<file path="config.mk">
export PLATFORM = sky130hd
export DESIGN_NAME = mario_sprite_fetch
export DESIGN_NICKNAME = d
export VERILOG_FILES = /design/src/rtl/sprite_pkg.sv /design/src/rtl/sprite_pos_latch.sv /design/src/rtl/mario_sprite_fetch.sv
export SDC_FILE = /design/constraint.sdc
export NUM_CORES = 1
export LEC_CHECK = 0
export ABC_AREA = 1
export BUFFER_PORTS_ARGS = -buffer_cell sky130_fd_sc_hd__buf_4
export CORE_MARGIN = 3
export CORE_UTILIZATION = 27
export DETAILED_ROUTE_END_ITERATION = 6
export PLACE_DENSITY_LB_ADDON = 0.1
export SYNTH_ARGS = -nofsm -noshare
export SYNTH_HDL_FRONTEND = slang
export SYNTH_SLANG_ARGS = --single-unit
</file>
<file path="constraint.sdc">
create_clock -name Clk -period 4.77 [get_ports Clk]
set_clock_uncertainty 0.2 [all_clocks]
set_input_delay 0.954 -clock Clk [delete_from_list [all_inputs] [get_ports Clk]]
set_output_delay 0.954 -clock Clk [all_outputs]
set_load 0.005 [all_outputs]
</file>
<file path="src/rtl/sprite_pkg.sv">
// rtl/sprite_pkg.sv - shared constants, FSM state type and shift-add multiply helper
package sprite_pkg;

    localparam int          SPRITE_W_DEF    = 21;
    localparam int          SPRITE_H_DEF    = 41;
    localparam logic [23:0] TRANSPARENT_DEF = 24'h800080;
    localparam int          ROM_AW          = 10;

    typedef enum logic {
        LATCH_IDLE    = 1'b0,
        LATCH_PENDING = 1'b1
    } latch_state_t;

    // Constant multiply as a shift-add chain; k is elaborated, so only the set bits cost adders
    function automatic logic [ROM_AW-1:0] mul_const(input logic [ROM_AW-1:0] a, input int unsigned k);
        logic [ROM_AW-1:0] acc;
        acc = '0;
        for (int i = 0; i < ROM_AW; i++) begin
            if (k[i]) begin
                acc = acc + (a << i);
            end
        end
        return acc;
    endfunction

endpackage

</file>
<file path="src/rtl/sprite_pos_latch.sv">
// rtl/sprite_pos_latch.sv - frame-synchronous shadow registers for sprite position and facing
module sprite_pos_latch
    import sprite_pkg::*;
(
    input  logic       Clk,
    input  logic       Reset,
    input  logic       frame_start,
    input  logic [9:0] sprite_x,
    input  logic [9:0] sprite_y,
    input  logic       facing_left,
    output logic [9:0] sx,
    output logic [9:0] sy,
    output logic       facing
);

    latch_state_t state;
    latch_state_t state_next;
    logic         changed;

    assign changed = (sprite_x != sx) || (sprite_y != sy) || (facing_left != facing);

    always_ff @(posedge Clk or posedge Reset) begin
        if (Reset) begin
            state  <= LATCH_IDLE;
            sx     <= '0;
            sy     <= '0;
            facing <= 1'b0;
        end else begin
            state <= state_next;
            if (frame_start) begin
                sx     <= sprite_x;
                sy     <= sprite_y;
                facing <= facing_left;
            end
        end
    end

    // PENDING marks the single cycle after a frame_start that actually moved the sprite
    always_comb begin
        state_next = LATCH_IDLE;
        case (state)
            LATCH_IDLE:    state_next = (frame_start && changed) ? LATCH_PENDING : LATCH_IDLE;
            LATCH_PENDING: state_next = (frame_start && changed) ? LATCH_PENDING : LATCH_IDLE;
            default:       state_next = LATCH_IDLE;
        endcase
    end

endmodule

</file>
<file path="src/rtl/mario_sprite_fetch.sv">
// rtl/mario_sprite_fetch.sv - two-stage sprite hit test and ROM fetch; SPRITE_MIRROR_EN enables horizontal mirroring
module mario_sprite_fetch
    import sprite_pkg::*;
#(
    parameter int          SPRITE_W    = SPRITE_W_DEF,
    parameter int          SPRITE_H    = SPRITE_H_DEF,
    parameter logic [23:0] TRANSPARENT = TRANSPARENT_DEF
) (
    input  logic              Clk,
    input  logic              Reset,
    input  logic              frame_start,
    input  logic              pixel_valid,
    input  logic [9:0]        DrawX,
    input  logic [9:0]        DrawY,
    input  logic [9:0]        sprite_x,
    input  logic [9:0]        sprite_y,
    input  logic              facing_left,
    output logic [ROM_AW-1:0] rom_addr,
    input  logic [23:0]       rom_color,
    output logic              out_valid,
    output logic              sprite_hit,
    output logic [23:0]       sprite_color
);

    logic [9:0]        sx;
    logic [9:0]        sy;
    logic              facing;
    logic [10:0]       dx;
    logic [10:0]       dy;
    logic              in_box;
    logic [9:0]        col;
    logic [ROM_AW-1:0] addr_next;
    logic              v1;
    logic              in1;
    logic              hit_next;

    sprite_pos_latch u_latch (
        .Clk         (Clk),
        .Reset       (Reset),
        .frame_start (frame_start),
        .sprite_x    (sprite_x),
        .sprite_y    (sprite_y),
        .facing_left (facing_left),
        .sx          (sx),
        .sy          (sy),
        .facing      (facing)
    );

    // 11-bit differences so a sprite hanging past column 1023 goes negative instead of wrapping
    assign dx = {1'b0, DrawX} - {1'b0, sx};
    assign dy = {1'b0, DrawY} - {1'b0, sy};

    assign in_box = !dx[10] && (dx < 11'(SPRITE_W)) &&
                    !dy[10] && (dy < 11'(SPRITE_H));

`ifdef SPRITE_MIRROR_EN
    assign col = facing ? (10'(SPRITE_W - 1) - dx[9:0]) : dx[9:0];
`else
    logic unused_facing;
    assign unused_facing = facing;
    assign col = dx[9:0];
`endif

    assign addr_next = mul_const(dy[9:0], SPRITE_W) + col;

    always_ff @(posedge Clk or posedge Reset) begin
        if (Reset) begin
            v1       <= 1'b0;
            in1      <= 1'b0;
            rom_addr <= '0;
        end else begin
            v1       <= pixel_valid;
            in1      <= pixel_valid && in_box;
            rom_addr <= (pixel_valid && in_box) ? addr_next : '0;
        end
    end

    assign hit_next = in1 && (rom_color != TRANSPARENT);

    always_ff @(posedge Clk or posedge Reset) begin
        if (Reset) begin
            out_valid    <= 1'b0;
            sprite_hit   <= 1'b0;
            sprite_color <= '0;
        end else begin
            out_valid    <= v1;
            sprite_hit   <= hit_next;
            sprite_color <= hit_next ? rom_color : 24'h0;
        end
    end

endmodule
</file>
== Word level (Yosys, flattened, before mapping) ==
Cells that the tools add are included.

* $add $sub $neg: 5
* Order comparisons: 2
* Equality and inequality tests: 1
* Mux-type cells: 2
* Reduce and logical (&&, ||, !) cells: 7

{| class="wikitable"
|+ Operators by type and width
! kind !! count
|-
| adder 10 bit || 3
|-
| two-way mux 24 bit || 1
|-
| inequality test 24 bit, second input constant || 1
|-
| subtractor 10 x 10 -> 11 bit || 2
|-
| < comparator 11 x 5 -> 1 bit, second input constant || 1
|-
| < comparator 11 x 6 -> 1 bit, second input constant || 1
|-
| two-way mux 10 bit || 1
|-
| logical AND 1 bit || 5
|-
| zero test 1 bit || 2
|}

* Register bits: 58
* Input port bits: 69
* Output and inout bits: 36
* Logic and storage cells: 25

== Logic depth before layout (Yosys ltp) ==
* Depth in word-level cells: 7
* Mapped depth: 27

== By module ==
A second synthesis with hierarchy kept.

* Cells, all modules: 536
* Area, all modules: 4,046.4 um^2

{| class="wikitable"
|+ By module, submodules not included
! module !! instances !! cells an instance !! area each (um^2) !! seq. area each (um^2)
|-
| mario_sprite_fetch || 1 || 446 || 3,239.4 || 950.9
|-
| sprite_pos_latch || 1 || 90 || 807.0 || 525.5
|}

== Least setup slack after synthesis ==
Ideal clock, no wire load.

* Path type: input to register
* Start: input DrawX[0]
* End: register rom_addr[9]
* Library setup time: 0.086 ns
* Arrival time: 4.356 ns
* Data required time: 4.484 ns
* Setup slack: 0.129 ns
* Stages on the path: 21
* Path through: inv_1 > ha_1 > inv_1 > fa_1 > nand3_1 > nand2_1 > nand4_1 > nand3b_1 > xor2_1 > inv_1 > fa_1 > fa_1 > inv_1 > ha_1 > a21oi_1 > o21ai_0 > a21oi_1 > xnor2_1 > nand3b_1 > a21oi_1 > nor3_1

* Word-level cells in the longest chain between the ends: 7
* Elaborated cells between the ends (all ways): 9
* Those cells by class: add/sub: 2; order compare: 1; mux: 1; reduce/logical: 5

{| class="wikitable"
|+ RTL lines
! element !! RTL line !! RTL
|-
| from (decl) || mario_sprite_fetch.sv:13 || <nowiki>input logic [9:0] DrawX,</nowiki>
|-
| subtractor 10 x 10 -> 11 bit (*) || mario_sprite_fetch.sv:50 || <nowiki>assign dx = {1'b0, DrawX} - {1'b0, sx};</nowiki>
|-
| < comparator 11 x 5 -> 1 bit / zero test 1 bit (equally long branches) || mario_sprite_fetch.sv:53 || <nowiki>assign in_box = !dx[10] && (dx < 11'(SPRITE_W)) &&</nowiki>
|-
| logical AND 1 bit (2 in series) || mario_sprite_fetch.sv:53 ||
|-
| logical AND 1 bit || mario_sprite_fetch.sv:54 || <nowiki>!dy[10] && (dy < 11'(SPRITE_H));</nowiki>
|-
| logical AND 1 bit || mario_sprite_fetch.sv:74 || <nowiki>rom_addr <= (pixel_valid && in_box) ? addr_next : '0;</nowiki>
|-
| two-way mux 10 bit (*) || mario_sprite_fetch.sv:74 ||
|-
| to (signal assigned) || mario_sprite_fetch.sv:74 ||
|-
| to (decl) || mario_sprite_fetch.sv:18 || <nowiki>output logic [ROM_AW-1:0] rom_addr,</nowiki>
|}

Every way passes the cells marked *; elsewhere a longest branch is shown, timed or not.
A chain may end at the register's enable or synchronous reset.

== Final worst setup path ==
Ends and elaborated chain as after synthesis.

==> metrics.md <==
| Metric | Value |
|---|---|
| Average wire per standard cell | ~11 microns |
| Area growth syn-to-layout | 41.9% |
| # setup viols final | 0 |
| CP endpoint | rom_addr[9]$_DFF_PP0_ |
| Top cell type's share of synthesized area | between 30 and 40% |
| Delay of the slowest critical-path stage | 0.52 ns |
| PD cells | just under 500 mW/mm^2 |
| Seq/Total Area, Yosys | 37.0% |
| Fraction of registers with async set/reset | between 90% and 100% |
| Final WS setup | between 0.15 and 0.2 ns |
| Critical path launch point | DrawX[0] |
| Nature of the critical path endpoint | flop |
| Hold Crit Class | reg2reg |
| Die area | roughly 0.016 sq mm |
| Ant diodes | 0 |
| Dpl ws | -0.360 ns |
| HPWL after DPL | roughly 7600 microns |
| Nets | roughly 750 |
| CP top delay family | adder cells |
| Critical path type | in2reg |
| Clock root buffer | clkbuf_16 |
| Synth Flop Type | dfrtp_1 |
| Worst-path fanout max | 3 |
| Top-level port count | 105 |
| Crit path depth | 23 |
| Synthesized area | 0.00392 sq mm |
| Crit start category | input port |
| Area share of fa/ha/maj cells after synthesis | between 10% and 20% |
| FF-to-FF Start | u_latch.sx[0]$_DFFE_PP0P_ |
| Yosys reg bits | 58 |
| F_max | ~220 MHz |
| Period utilisation layout | around 97% |
| Reg2reg setup slack | about 0.53 ns |
| Syn_area_per_cell | 7.87 sq um |
| Post-Synthesis Cells | roughly 500 |
| Initial DRC count | 87 |
| Chip width | between 100 and 150 microns |
| FILL cells | between 1000 and 1500 |
| Leakage power | around 0.0032 uW |
| RR Endpoint | rom_addr[9]$_DFF_PP0_ |
| Post-Synth XOR/XNOR Area | under 10% |
| DRC | 0 |
| Cell taking the most area after synthesis | dfrtp_1 |
| I/O Buffers | just over 100 |
| Maximum vdd drop | between 0.0003 and 0.0004 V |
| H-Tree Depth | 3 |
| Most common cell after layout, fill and taps aside | buf_4 |
| Total track usage | 12.3% |
| Pin count of the biggest net entering global routing | 41 |
| Sequential share of power | 18.8% |
| Post-layout util | between 30% and 40% |
| CTS Hold Bufs | 0 |
| Pint | approximately 1700 uW |
| Starting density of the core | ~28% |
| Vias per cell | approximately 4.2 |
| Worst path arrival time | ~4.7 ns |
| Mux cell area share after synthesis | less than 1% |
| Post-route ant nets | 0 |
| First-pass GRT wire length | ~16000 microns |
| WP data required | roughly 4.8 ns |
| Net Switching | ~1000 uW |
| Cell depth of the worst hold path | 0 |
| Netlist cell types | 32 |
| Final Hold Violating Endpoints | 0 |
| Slowest cell on crit path | fa_1 |
| WL final | 9260 microns |
| Hold_sp | v1$_DFF_PP0_ |
| Clk_lat worst skew | 0.33 ns |
| TritonCTS clock tree | yes |
| Post-synth EDFFs | 0 |
| Sw Share | between 30% and 40% |
| Post-Syn Nets | between 600 and 700 |
| Fin crit period | 4.62 ns |
| CTS clk-pin slew, worst paths | 0.05 ns |
| RSZ-0062 raised after global routing | yes |
| Compound-cell area share of the yosys netlist | roughly 5.5% |
| Layout cells sized above 1 | between 20% and 30% |
| Synth top area cells | dfrtp_1 37%, inv_1 11%, ha_1 11% |
| Synth Area in Simple Gates | 24.6% |
| Die Ht | approximately 130 microns |
| Critical path buffers and inverters | 5 |
| Core ar. | ~0.014 sq mm |
| Final Wtd Congestion | between 0.7 and 0.8 |
| Most frequent cells in the layout | 134 x buf_4, 115 x inv_1, 101 x nand2_1 |
| Cell Chain, Critical Path | buf_6 > inv_4 > ha_4 > inv_4 > fa_2 > nand3_2 > nand2_2 > nand4_1 > nand3b_1 > xor2_2 > inv_1 > fa_1 > fa_1 > inv_2 > ha_4 > nand2_4 > nor3_4 > a21oi_2 > xnor2_2 > nand3b_1 > nand2_1 > nor2_1 > nor3_1 |
| Site Rows | 43 |
| Synthesis warning total | 0 |
| DRT Pass-1 Iters | 5 |
| Largest family of logic cells by synthesized area | simple AND/OR/NAND/NOR gates |
| CTS sink cnt | 58 |
| Outcome | finished clean |
| Initial antenna violation count | 0 |
| Slew headroom | 49.6% |
| Clk buf depth | 2 |
| Vias in the first global route | around 3500 |
| Routed vias | between 3000 and 4000 |
| Comb pwr share | 53.9% |
| Actual slew at the worst max-slew pin | 0.754 ns |
| Clk pwr share | 27.3% |
| Final Max Slew Viols | 0 |
| CTS Buf Count | 9 |
| Remaining global-route overflow | 0 |
| R2r worst-path depth | 21 |
| Number of max-cap violations | 0 |
==> state kept, by name, indices dropped and copies added (netlist names) <==
register and cells:
in1 1, out_valid 1, rom_addr 10, sprite_color 24
sprite_hit 1, u_latch.sx 10, u_latch.sy 10, v1 1
==> layer usage <==
metal | vias to the layer above | track usage [%] | share of wire (%)
met3 | 12 | 2.99 | 5.7
met1 | 1514 | 15.8 | 46
li1 | 1799 | - | -
met4 | 0 | 4.92 | 1.9
met5 | - | 0 | 0
met2 | 84 | 20.0 | 46
==> final cells by class <==
class                   instances  area [sq um]  area share, %
repair buffers                135          1020           18.3
clock inverters                 5           103           1.84
clock buffers                  10           239           4.30
multi-input cells             313          2070           37.2
flip-flops and latches         58          1450           26.1
inverters                     120           455           8.19
well taps                     180           225           4.05
==> kinds of logic (layout without fill, tap and decap cells) <==
logic type,count (synthesis),in the layout
flip-flops,58,58
adder cells (fa/ha/maj),47,47
multiplexers,2,2
buffers and inverters,127,270
AND/OR/NAND/NOR,216,216
XOR/XNOR,9,9
AO/OA/AOI/OAI,39,39
==> metrics by stage <==
step | cells | cell area [sq um] | power, uW | hold WS, ns | TNS (ns)
6_report | 821 | 5560 | 2720 | 0.143 | 0
3_5_place_dp | 804 | 5110 | 1810 | 0.135 | -0.496
4_1_cts | 819 | 5460 | 2590 | 0.146 | 0
5_1_grt | 821 | 5560 | 3010 | 0.168 | -0.123
3_3_place_gp | 804 | 5110 | 1810 | 0.133 | -0.395
2_1_floorplan | 498 | 3920 | 1400 | 0.131 | 0
==> synthesized netlist by cell type, types with 2 or more instances <==
| library cell | instances |
|---|---|
| fa_1 | 14 |
| o21ai_0 | 19 |
| inv_1 | 119 |
| nor2_2 | 9 |
| xnor2_1 | 2 |
| nand4_1 | 12 |
| ha_1 | 33 |
| dfrtp_1 | 58 |
| clkbuf_1 | 6 |
| nand2_1 | 103 |
| or2_2 | 4 |
| mux2_2 | 2 |
| nand3b_1 | 4 |
| a21oi_1 | 15 |
| nor4_1 | 2 |
| xor2_1 | 6 |
| nor3_1 | 5 |
| nand3_1 | 25 |
| nor2_1 | 46 |
| nand2_2 | 2 |
==> power groups by stage <==
stage	registers (uW)	clock network, uW	logic [uW]
2_1_floorplan	521	0	878
3_3_place_gp	521	0	1290
3_5_place_dp	521	0	1290
4_1_cts	513	769	1300
5_1_grt	515	796	1700
6_report	513	743	1470
==> worst min path at each step <==
stage	end
floorplan	out_valid$_DFF_PP0_
global placement	out_valid$_DFF_PP0_
detailed placement	out_valid$_DFF_PP0_
CTS	out_valid$_DFF_PP0_
global route	out_valid$_DFF_PP0_
finish	out_valid$_DFF_PP0_
==> what timing repair did <==
item | in CTS | in global routing
setup buffers | 0 | 2
gates resized for setup | 1 | 22
pin swaps | 0 | 16
endpoints found under the setup margin | 1 | 3
No activity file was read; power rests on OpenSTA's default activity.
